**config.mk**
```make
export PLATFORM = sky130hd
export DESIGN_NAME = alu_result_fifo
export DESIGN_NICKNAME = d
export VERILOG_FILES = /design/src/rtl/alu_result_fifo.sv
export SDC_FILE = /design/constraint.sdc
export NUM_CORES = 1
export LEC_CHECK = 0
export CAP_MARGIN = 20
export CORE_MARGIN = 8
export CORE_UTILIZATION = 50
export CTS_CLUSTER_SIZE = 14
export DETAILED_ROUTE_END_ITERATION = 10
export DONT_BUFFER_PORTS = 1
export GPL_TIMING_DRIVEN = 0
export PLACE_DENSITY_LB_ADDON = 0.1
export SLEW_MARGIN = 10
export SYNTH_ARGS = -nofsm -noshare
export SYNTH_HDL_FRONTEND = slang
export SYNTH_SLANG_ARGS = --single-unit
```
**constraint.sdc**
```tcl
create_clock -name CLK -period 2.7 [get_ports CLK]
set_input_delay 0.54 -clock CLK [delete_from_list [all_inputs] [get_ports CLK]]
set_output_delay 0.54 -clock CLK [all_outputs]
set_load 0.02 [all_outputs]
```
**src/rtl/alu_result_fifo.sv**
```systemverilog
// Captures new ALU unit results (change-detected), tags and packs them, and queues them for a valid/ready consumer.
// Optional per-unit capture counters on stat_cnt are enabled by defining ALU_RES_STATS_EN.
module alu_result_fifo #(
  parameter int OPR_W  = 16,
  parameter int RES_W  = 32,
  parameter int DEPTH  = 4,
  parameter int STAT_W = 8
) (
  input  logic                       CLK,
  input  logic                       RST,
  input  logic                       arith_flag,
  input  logic                       logic_flag,
  input  logic                       cmp_flag,
  input  logic                       shift_flag,
  input  logic                       carry_out,
  input  logic [RES_W-1:0]           arith_out,
  input  logic [OPR_W-1:0]           logic_out,
  input  logic [OPR_W-1:0]           cmp_out,
  input  logic [OPR_W-1:0]           shift_out,
  input  logic                       out_ready,
  output logic                       out_valid,
  output logic [RES_W-1:0]           out_data,
  output logic [1:0]                 out_tag,
  output logic                       out_carry,
  output logic [$clog2(DEPTH):0]     fifo_count,
  output logic                       full,
  output logic                       empty,
  output logic                       overflow,
  output logic                       multi_flag_err
`ifdef ALU_RES_STATS_EN
  , output logic [4*STAT_W-1:0]      stat_cnt
`endif
);

  localparam int PTR_W = $clog2(DEPTH);
  localparam int CNT_W = PTR_W + 1;
  localparam int ENT_W = RES_W + 3;

  logic [ENT_W-1:0] mem_q [DEPTH];
  logic [ENT_W-1:0] mem_d [DEPTH];
  logic [PTR_W-1:0] wr_ptr_q, wr_ptr_d, rd_ptr_q, rd_ptr_d;
  logic [CNT_W-1:0] count_q, count_d;
  logic             overflow_q, overflow_d;
  logic             mfe_q, mfe_d;
  logic             last_vld_q, last_vld_d;
  logic [1:0]       last_tag_q, last_tag_d;
  logic [RES_W-1:0] last_data_q, last_data_d;

  logic [1:0]       sel_tag;
  logic [RES_W-1:0] sel_data;
  logic             sel_carry;
  logic             any_flag, multi_flag, capture, push, pop;
  logic [2:0]       flag_sum;

  always_comb begin
    sel_tag   = 2'd0;
    sel_data  = '0;
    sel_carry = 1'b0;
    if (arith_flag) begin
      sel_data  = arith_out;
      sel_carry = carry_out;
    end else if (logic_flag) begin
      sel_tag                = 2'd1;
      sel_data[OPR_W-1:0]    = logic_out;
    end else if (cmp_flag) begin
      sel_tag                = 2'd2;
      sel_data[OPR_W-1:0]    = cmp_out;
    end else if (shift_flag) begin
      sel_tag                = 2'd3;
      sel_data[OPR_W-1:0]    = shift_out;
    end
  end

  assign flag_sum   = {2'b00, arith_flag} + {2'b00, logic_flag} + {2'b00, cmp_flag} + {2'b00, shift_flag};
  assign any_flag   = (flag_sum != 3'd0);
  assign multi_flag = (flag_sum > 3'd1);

  // The ALU holds its outputs, so only a changed (or re-asserted) result is new.
  assign capture = any_flag && (!last_vld_q || (sel_tag != last_tag_q) || (sel_data != last_data_q));

  assign empty      = (count_q == '0);
  assign full       = (count_q == CNT_W'(DEPTH));
  assign out_valid  = !empty;
  assign fifo_count = count_q;
  assign pop        = out_valid && out_ready;
  assign push       = capture && (!full || pop);

  assign out_data  = mem_q[rd_ptr_q][RES_W-1:0];
  assign out_tag   = mem_q[rd_ptr_q][RES_W+1:RES_W];
  assign out_carry = mem_q[rd_ptr_q][RES_W+2];
  assign overflow       = overflow_q;
  assign multi_flag_err = mfe_q;

  always_comb begin
    mem_d       = mem_q;
    wr_ptr_d    = wr_ptr_q;
    rd_ptr_d    = rd_ptr_q;
    count_d     = count_q;
    overflow_d  = overflow_q | (capture && full && !pop);
    mfe_d       = mfe_q | multi_flag;
    last_vld_d  = any_flag;
    last_tag_d  = any_flag ? sel_tag : last_tag_q;
    last_data_d = any_flag ? sel_data : last_data_q;
    if (push) begin
      mem_d[wr_ptr_q] = {sel_carry, sel_tag, sel_data};
      wr_ptr_d        = wr_ptr_q + PTR_W'(1);
    end
    if (pop) rd_ptr_d = rd_ptr_q + PTR_W'(1);
    case ({push, pop})
      2'b10:   count_d = count_q + CNT_W'(1);
      2'b01:   count_d = count_q - CNT_W'(1);
      default: count_d = count_q;
    endcase
  end

  always_ff @(posedge CLK or negedge RST) begin
    if (!RST) begin
      for (int i = 0; i < DEPTH; i++) mem_q[i] <= '0;
      wr_ptr_q    <= '0;
      rd_ptr_q    <= '0;
      count_q     <= '0;
      overflow_q  <= 1'b0;
      mfe_q       <= 1'b0;
      last_vld_q  <= 1'b0;
      last_tag_q  <= 2'd0;
      last_data_q <= '0;
    end else begin
      mem_q       <= mem_d;
      wr_ptr_q    <= wr_ptr_d;
      rd_ptr_q    <= rd_ptr_d;
      count_q     <= count_d;
      overflow_q  <= overflow_d;
      mfe_q       <= mfe_d;
      last_vld_q  <= last_vld_d;
      last_tag_q  <= last_tag_d;
      last_data_q <= last_data_d;
    end
  end

`ifdef ALU_RES_STATS_EN
  // Counters see every capture, dropped ones included, and stick at all-ones.
  logic [STAT_W-1:0] stat_q [4];
  logic [STAT_W-1:0] stat_d [4];

  always_comb begin
    stat_d = stat_q;
    if (capture && (stat_q[sel_tag] != '1)) stat_d[sel_tag] = stat_q[sel_tag] + STAT_W'(1);
  end

  always_ff @(posedge CLK or negedge RST) begin
    if (!RST) begin
      for (int i = 0; i < 4; i++) stat_q[i] <= '0;
    end else begin
      stat_q <= stat_d;
    end
  end

  assign stat_cnt = {stat_q[3], stat_q[2], stat_q[1], stat_q[0]};
`endif

endmodule

```
==> impl_metrics.tcl, run 1 <==
set metrics [dict create \
    outcome "finished, violations left" \
    violations "hold timing, setup timing" \
    r2r_slack_ns -0.36 \
    drtIter0Drc 316 \
    synth_edf_count 0 \
    diodes 0 \
    final.setup_skew_ns 0.01398 \
    clkLatencyLatePin_ns 0.44 \
    worstMarginPinSlew_ns 0.7264 \
    critPathMaxStageDelay_ns 0.61 \
    grt_pass1_wl_microns 40430 \
    multi_input_area_sq_um 5041 \
    slew_viol_final 0 \
    port_buffers 0 \
    core-area_sq_um 19270 \
    crit_type "primary input to register" \
    yosysMostFrequentCell "dfrtp_1" \
    synthesis.instances 694 \
    fin_crit_sh_pct 115.2 \
    crit_required_ns 3.02 \
    register_area_sq_um 4607 \
    path_max_fanout 9 \
    nets 866 \
    clock.fmax_mhz 321.4 \
    synth_top_area_share_pct 47.41 \
    hold_path_class "primary input to asynchronous set/reset pin" \
    die_area_sq_um 24140 \
    endpoint_kind "register" \
    reg2reg_depth 12 \
    muxShareOfSynthArea_pct 29.70 \
    synth_top_family_by_area "multiplexers" \
    htreeDepth 4 \
    final_hold_viol_count 184 \
    initial_core_util_pct 50.40 \
    vias 6092 \
    crit_slowest_cell "or4_4" \
    slew_headroom_pct 51.57 \
    root_buffer "clkbuf_16" \
    place_area_sq_um 10240 \
    ant_nets 0 \
    io-pin-count 131 \
    rr_endpoint "mem_q[22]" \
    synth_cell_types 49 \
    drt-total-wl_microns 25910 \
    avgSynthCellArea_sq_um 13.99 \
    cts_inserted_buffers 17 \
    grt_pass1_vias 6663 \
    path_clk_slew_ns 0.07 \
    grt_overflow 0 \
    design_area_sq_um 11860 \
    place.gp.congestion 0.8516 \
    power_density_nw_per_um2 1228 \
    total_power_mw 14.56 \
    area_growth_syn_to_layout_pct 22.13 \
    ctsLongestPathBuffers 2 \
    setup_viol 142 \
    irDropWorstVdd_v 0.0008699 \
    die_w_microns 155.4 \
    path_cells "buf_12 > nor2b_4 > clkbuf_4 > a221oi_1 > nor2_2 > xnor2_1 > nand4_1 > or4_4 > buf_4 > buf_6 > nand4_4 > clkbuf_16 > mux2_4" \
    rsz0062_at_grt "yes" \
    synthAdderAreaFrac_pct 1.443 \
    viasPerCell 5.824 \
    place_inst 959 \
    synth_xor_area_share_pct 1.894 \
    leakagePower_nw 5.532 \
    synth_compound_gate_area_share_pct 6.184 \
    avgRoutedWirePerCell_microns 24.77 \
    antenna_found_initial 1 \
    stdcell_count 1046 \
    reg2reg_from "last_data_q[29]" \
    synth_seq_cells 184 \
    yosysSeqAreaShare_pct 47.41 \
    synth_flop_cell "dfrtp_1" \
    grt_max_degree 185 \
    synth_top_area_cell "dfrtp_1" \
    drc 0 \
    yosys.area_share.simple_pct 8.658 \
    syn_nets 792 \
    rows 51 \
    whs_ns -0.2021 \
    synthArstFlopShare_pct 100.0 \
    yosys-top-cells-count "dfrtp_1, mux2_4, nand2_1" \
    yosysWarnings 0 \
    drive_above_1_share_pct 46.22 \
    cap_violations 0 \
    cts_tree "built" \
    fin_ws_ns -0.4116 \
    synth_area_leaders "dfrtp_1, mux2_4, mux4_2" \
    track_usage_pct 21.95 \
    dp_hpwl_microns 16810 \
    synth.cell_area_sq_um 9712 \
    arrival_ns 3.44 \
    min_period_ns 3.112 \
    critPathLaunchType "primary input" \
    die_h_microns 155.4 \
    cts_sinks 184 \
    fill_cells 1448 \
    drt_pass1_iterations 5 \
]
## cell families after synthesis
family / count (synthesis)
DFF: 184
and+or+nand+nor: 161
adders and majority gates: 10
buffers and inverters: 59
AOI/OAI and AO/OA: 75
muxes: 184
xor gates and xnor gates: 21
## worst max-delay path by stage
| stage | startpoint | to | slack (ns) |
|---|---|---|---|
| detailed placement | cmp_flag | fifo_count[2] | -1.36 |
| finish | cmp_flag | mem_q[22] | -0.41 |
| global placement | cmp_flag | fifo_count[2] | -1.23 |
| global route | logic_flag | fifo_count[2] | -0.52 |
| floorplan | arith_flag | fifo_count[2] | -0.70 |
| CTS | arith_flag | fifo_count[2] | -0.38 |
## where the power goes
part / total [mW] / internal [mW] / switching [mW]
clock network: 2.59 / 1.48 / 1.11
logic: 7.21 / 4.13 / 3.09
registers: 4.75 / 3.96 / 0.796
## critical path: cells and delay by family
kind | cells | cell delay, ns
multiplexers | 1 | 0.30
AND/OR/NAND/NOR | 5 | 1.47
AO/OA/AOI/OAI | 1 | 0.10
buffers and inverters | 5 | 0.86
XOR/XNOR | 1 | 0.17
## final cells by class
type                            instances  share of cell area, %
Buffer                                 36                  3.724
Clock buffer                           21                  4.051
Clock inverter                         11                  1.129
Inverter                               20                 0.6540
Multi-Input combinational cell        451                  42.50
Sequential cell                       184                  38.84
Tap cell                              265                  2.795
Timing Repair Buffer                   58                  6.308
## layout by cell type, fill, tap and decap left out, types with 16 or more instances in the layout
| cell | count |
|---|---|
| clkbuf_16 | 19 |
| buf_4 | 31 |
| inv_1 | 16 |
| o22ai_1 | 17 |
| nor2_1 | 25 |
| buf_12 | 21 |
| dfrtp_1 | 182 |
| nand2_1 | 63 |
| mux2_4 | 132 |
| mux4_2 | 35 |
## state kept, by name (all words and copies together) (netlist names), 2 cells and up
signal       flops
last_tag_q       2
fifo_count       3
wr_ptr_q         2
last_data_q     32
mem_q          140
rd_ptr_q         2
## through the flow
stage	setup slack [ns]	utilization, %	TNS, ns
final	-0.4116	61.55	-42.88
after global routing	-0.5236	61.55	-50.90
after CTS	-0.3791	60.46	-34.86
after detailed placement	-1.362	53.13	-168.43
after global placement	-1.227	53.13	-159.25
after floorplan	-0.7031	-	-55.57
## timing repair
item | in CTS | in global routing
setup endpoints to repair | 184 | 174
buffers inserted | 43 | 5
gates resized for setup | 65 | 32
gates cloned | 9 | 2
endpoints found under the hold margin | 184 | 184
pin swaps | 22 | 8
## metal layers
| layer | up-vias | wire [microns] | track usage [%] |
|---|---|---|---|
| met2 | 144 | 12960 | 36.39 |
| met1 | 3234 | 11360 | 28.56 |
| li1 | 2682 | - | - |
| met5 | - | 13 | 0 |
| met3 | 30 | 1151 | 4.688 |
| met4 | 2 | 420 | 6.238 |
Power figures use the tool's default switching activity.
==> run 2, diff against run 1 <==
CTS_CLUSTER_SIZE = default   (was 14)
REMOVE_ABC_BUFFERS = 1   (was default)
==> impl_metrics.tcl, run 2 (synthesis gave the netlist of run 1 again) <==
set metrics [dict create \
    outcome "finished, violations left" \
    violations "hold timing, setup timing" \
    irDropWorstVdd_v 0.0009216 \
    setup_viol 142 \
    clkLatencyLatePin_ns 0.44 \
    cts_tree "built" \
    track_usage_pct 21.05 \
    area_growth_syn_to_layout_pct 18.51 \
    crit_required_ns 3.06 \
    dp_hpwl_microns 14830 \
    power_density_nw_per_um2 1252 \
    regMostFlops "mem_q" \
    root_buffer "clkbuf_16" \
    fin_crit_sh_pct 113.0 \
    vias 6006 \
    initial_core_util_pct 50.40 \
    whs_ns -0.2057 \
    p_sw_mw 4.975 \
    rsz0062_at_grt "yes" \
    die_h_microns 155.4 \
    fin_ws_ns -0.3506 \
    crit_type "primary input to register" \
    slew_viol_final 0 \
    cap_violations 0 \
    cts_sinks 184 \
    core-area_sq_um 19270 \
    grt_overflow 0 \
    ctsLongestPathBuffers 2 \
    fill_cells 1511 \
    place_inst 929 \
    final_hold_viol_count 184 \
    place.gp.congestion 0.7758 \
    grt_max_degree 185 \
    die_area_sq_um 24140 \
    path_clk_slew_ns 0.07 \
    io-pin-count 131 \
    slew_headroom_pct 59.24 \
    grt_pass1_vias 6300 \
    internal-power_mw 9.440 \
    htreeDepth 4 \
    avgRoutedWirePerCell_microns 24.74 \
    endpoint_kind "register" \
    rows 51 \
    antenna_found_initial 0 \
    clock.fmax_mhz 327.8 \
    pwr-share-comb_pct 49.6 \
    largest_reg_flops 140 \
    final_cell_mix "dfrtp_1, mux2_4, nand2_1" \
    path_max_fanout 28 \
    worstMarginPinSlew_ns 0.6113 \
    ant_nets 0 \
    arrival_ns 3.41 \
    clockPowerShare_pct 17.1 \
    drt_pass1_iterations 7 \
    drc 0 \
    leakagePower_nw 5.319 \
    drt-total-wl_microns 25190 \
    critPathLaunchType "primary input" \
    die_w_microns 155.4 \
    cts_inserted_buffers 17 \
    power.switching_fraction_pct 34.51 \
    grt_pass1_wl_microns 38030 \
    final.setup_skew_ns 0.01057 \
    hold_path_class "primary input to asynchronous set/reset pin" \
    stdcell_count 1018 \
    drtIter0Drc 353 \
    nets 839 \
    min_period_ns 3.051 \
    drive_above_1_share_pct 43.69 \
    setup_tns_ns -40.32 \
    port_buffers 0 \
    diodes 0 \
    power_frac_seq_pct 33.2 \
    layout_commonest_cell "dfrtp_1" \
    viasPerCell 5.900 \
]
[run 2: cell types whose count changed in the layout (fill, tap and decap cells not counted), sizes merged]
| cell | change |
|---|---|
| clkbuf | -16 |
| clkinv | +3 |
| inv | -2 |
| buf | -19 |
| clkinvlp | +1 |
| or2 | +2 |
| bufbuf | +3 |
[run 2: path summary, 6_finish.rpt]
check	start	end	slack (ns)	depth (start not counted)
worst max-delay path	arith_flag	fifo_count[2]	-0.35	14
worst min-delay path	RST	mem_q[134]	-0.21	0
worst max register to register	last_data_q[16]	fifo_count[2]	-0.28	13
worst min register to register	last_data_q[3]	last_data_q[3]	0.49	2
max in group asynchronous	RST	mem_q[102]	2.67	0
min in group CLK	arith_out[26]	last_data_q[26]	0.28	2
[run 2: cell type report]
cell class	count	area, sq um	share of cell area (%)
multi-input combinational	453	4872	42.33
clock buffer	18	429.2	3.729
tap	265	331.6	2.881
timing repair buffer	65	1026	8.914
clock inverter	13	146.4	1.272
inverter	20	95.09	0.8262
sequential	184	4609	40.05
[run 2: metal layers]
metal | GRT usage, % | vias up | part of all wire (%)
met5 | 0 | - | 0
met4 | 7.163 | 0 | 1.9
met3 | 6.130 | 34 | 6.4
met2 | 33.47 | 175 | 49
met1 | 27.10 | 3162 | 42
li1 | - | 2635 | -
[run 2: repair_timing]
item	in CTS	in global routing
buffers inserted	33	9
pin swaps	17	9
setup endpoints to repair	177	144
hold endpoints to repair	184	184
cloned	14	2
resized for setup	63	15
[run 2: power by group through the flow]
stage | logic (mW) | registers, mW | clock network [mW]
floorplan | 4.64 | 4.66 | 0
global placement | 5.44 | 4.94 | 0
detailed placement | 5.83 | 4.81 | 0
CTS | 7.12 | 4.78 | 2.53
global route | 7.52 | 4.93 | 2.65
finish | 7.15 | 4.79 | 2.47
[run 2: metrics by stage]
step | setup slack (ns) | power, mW | hold WS [ns] | instance area, sq um | utilization (%)
floorplan | -2.520 | 9.301 | 0.2444 | 9329 | -
global placement | -4.583 | 10.37 | 0.2518 | 9661 | 50.13
detailed placement | -2.124 | 10.65 | 0.2537 | 9838 | 51.05
CTS | -0.3978 | 14.43 | -0.2139 | 11290 | 58.59
global route | -0.4528 | 15.10 | -0.2312 | 11510 | 59.73
finish | -0.3506 | 14.41 | -0.2057 | 11510 | 59.73
[run 2: worst max-delay path, stage by stage]
cell and delay, ns:
or2_2 0.33, buf_4 0.16, a221oi_2 0.20, nor2_2 0.13, xnor2_1 0.17, nand4_1 0.20, or4_4 0.61, nand3_4 0.12
ha_4 0.15, inv_2 0.03, fa_2 0.33, xor2_1 0.15, nor2_1 0.12, xor2_1 0.16
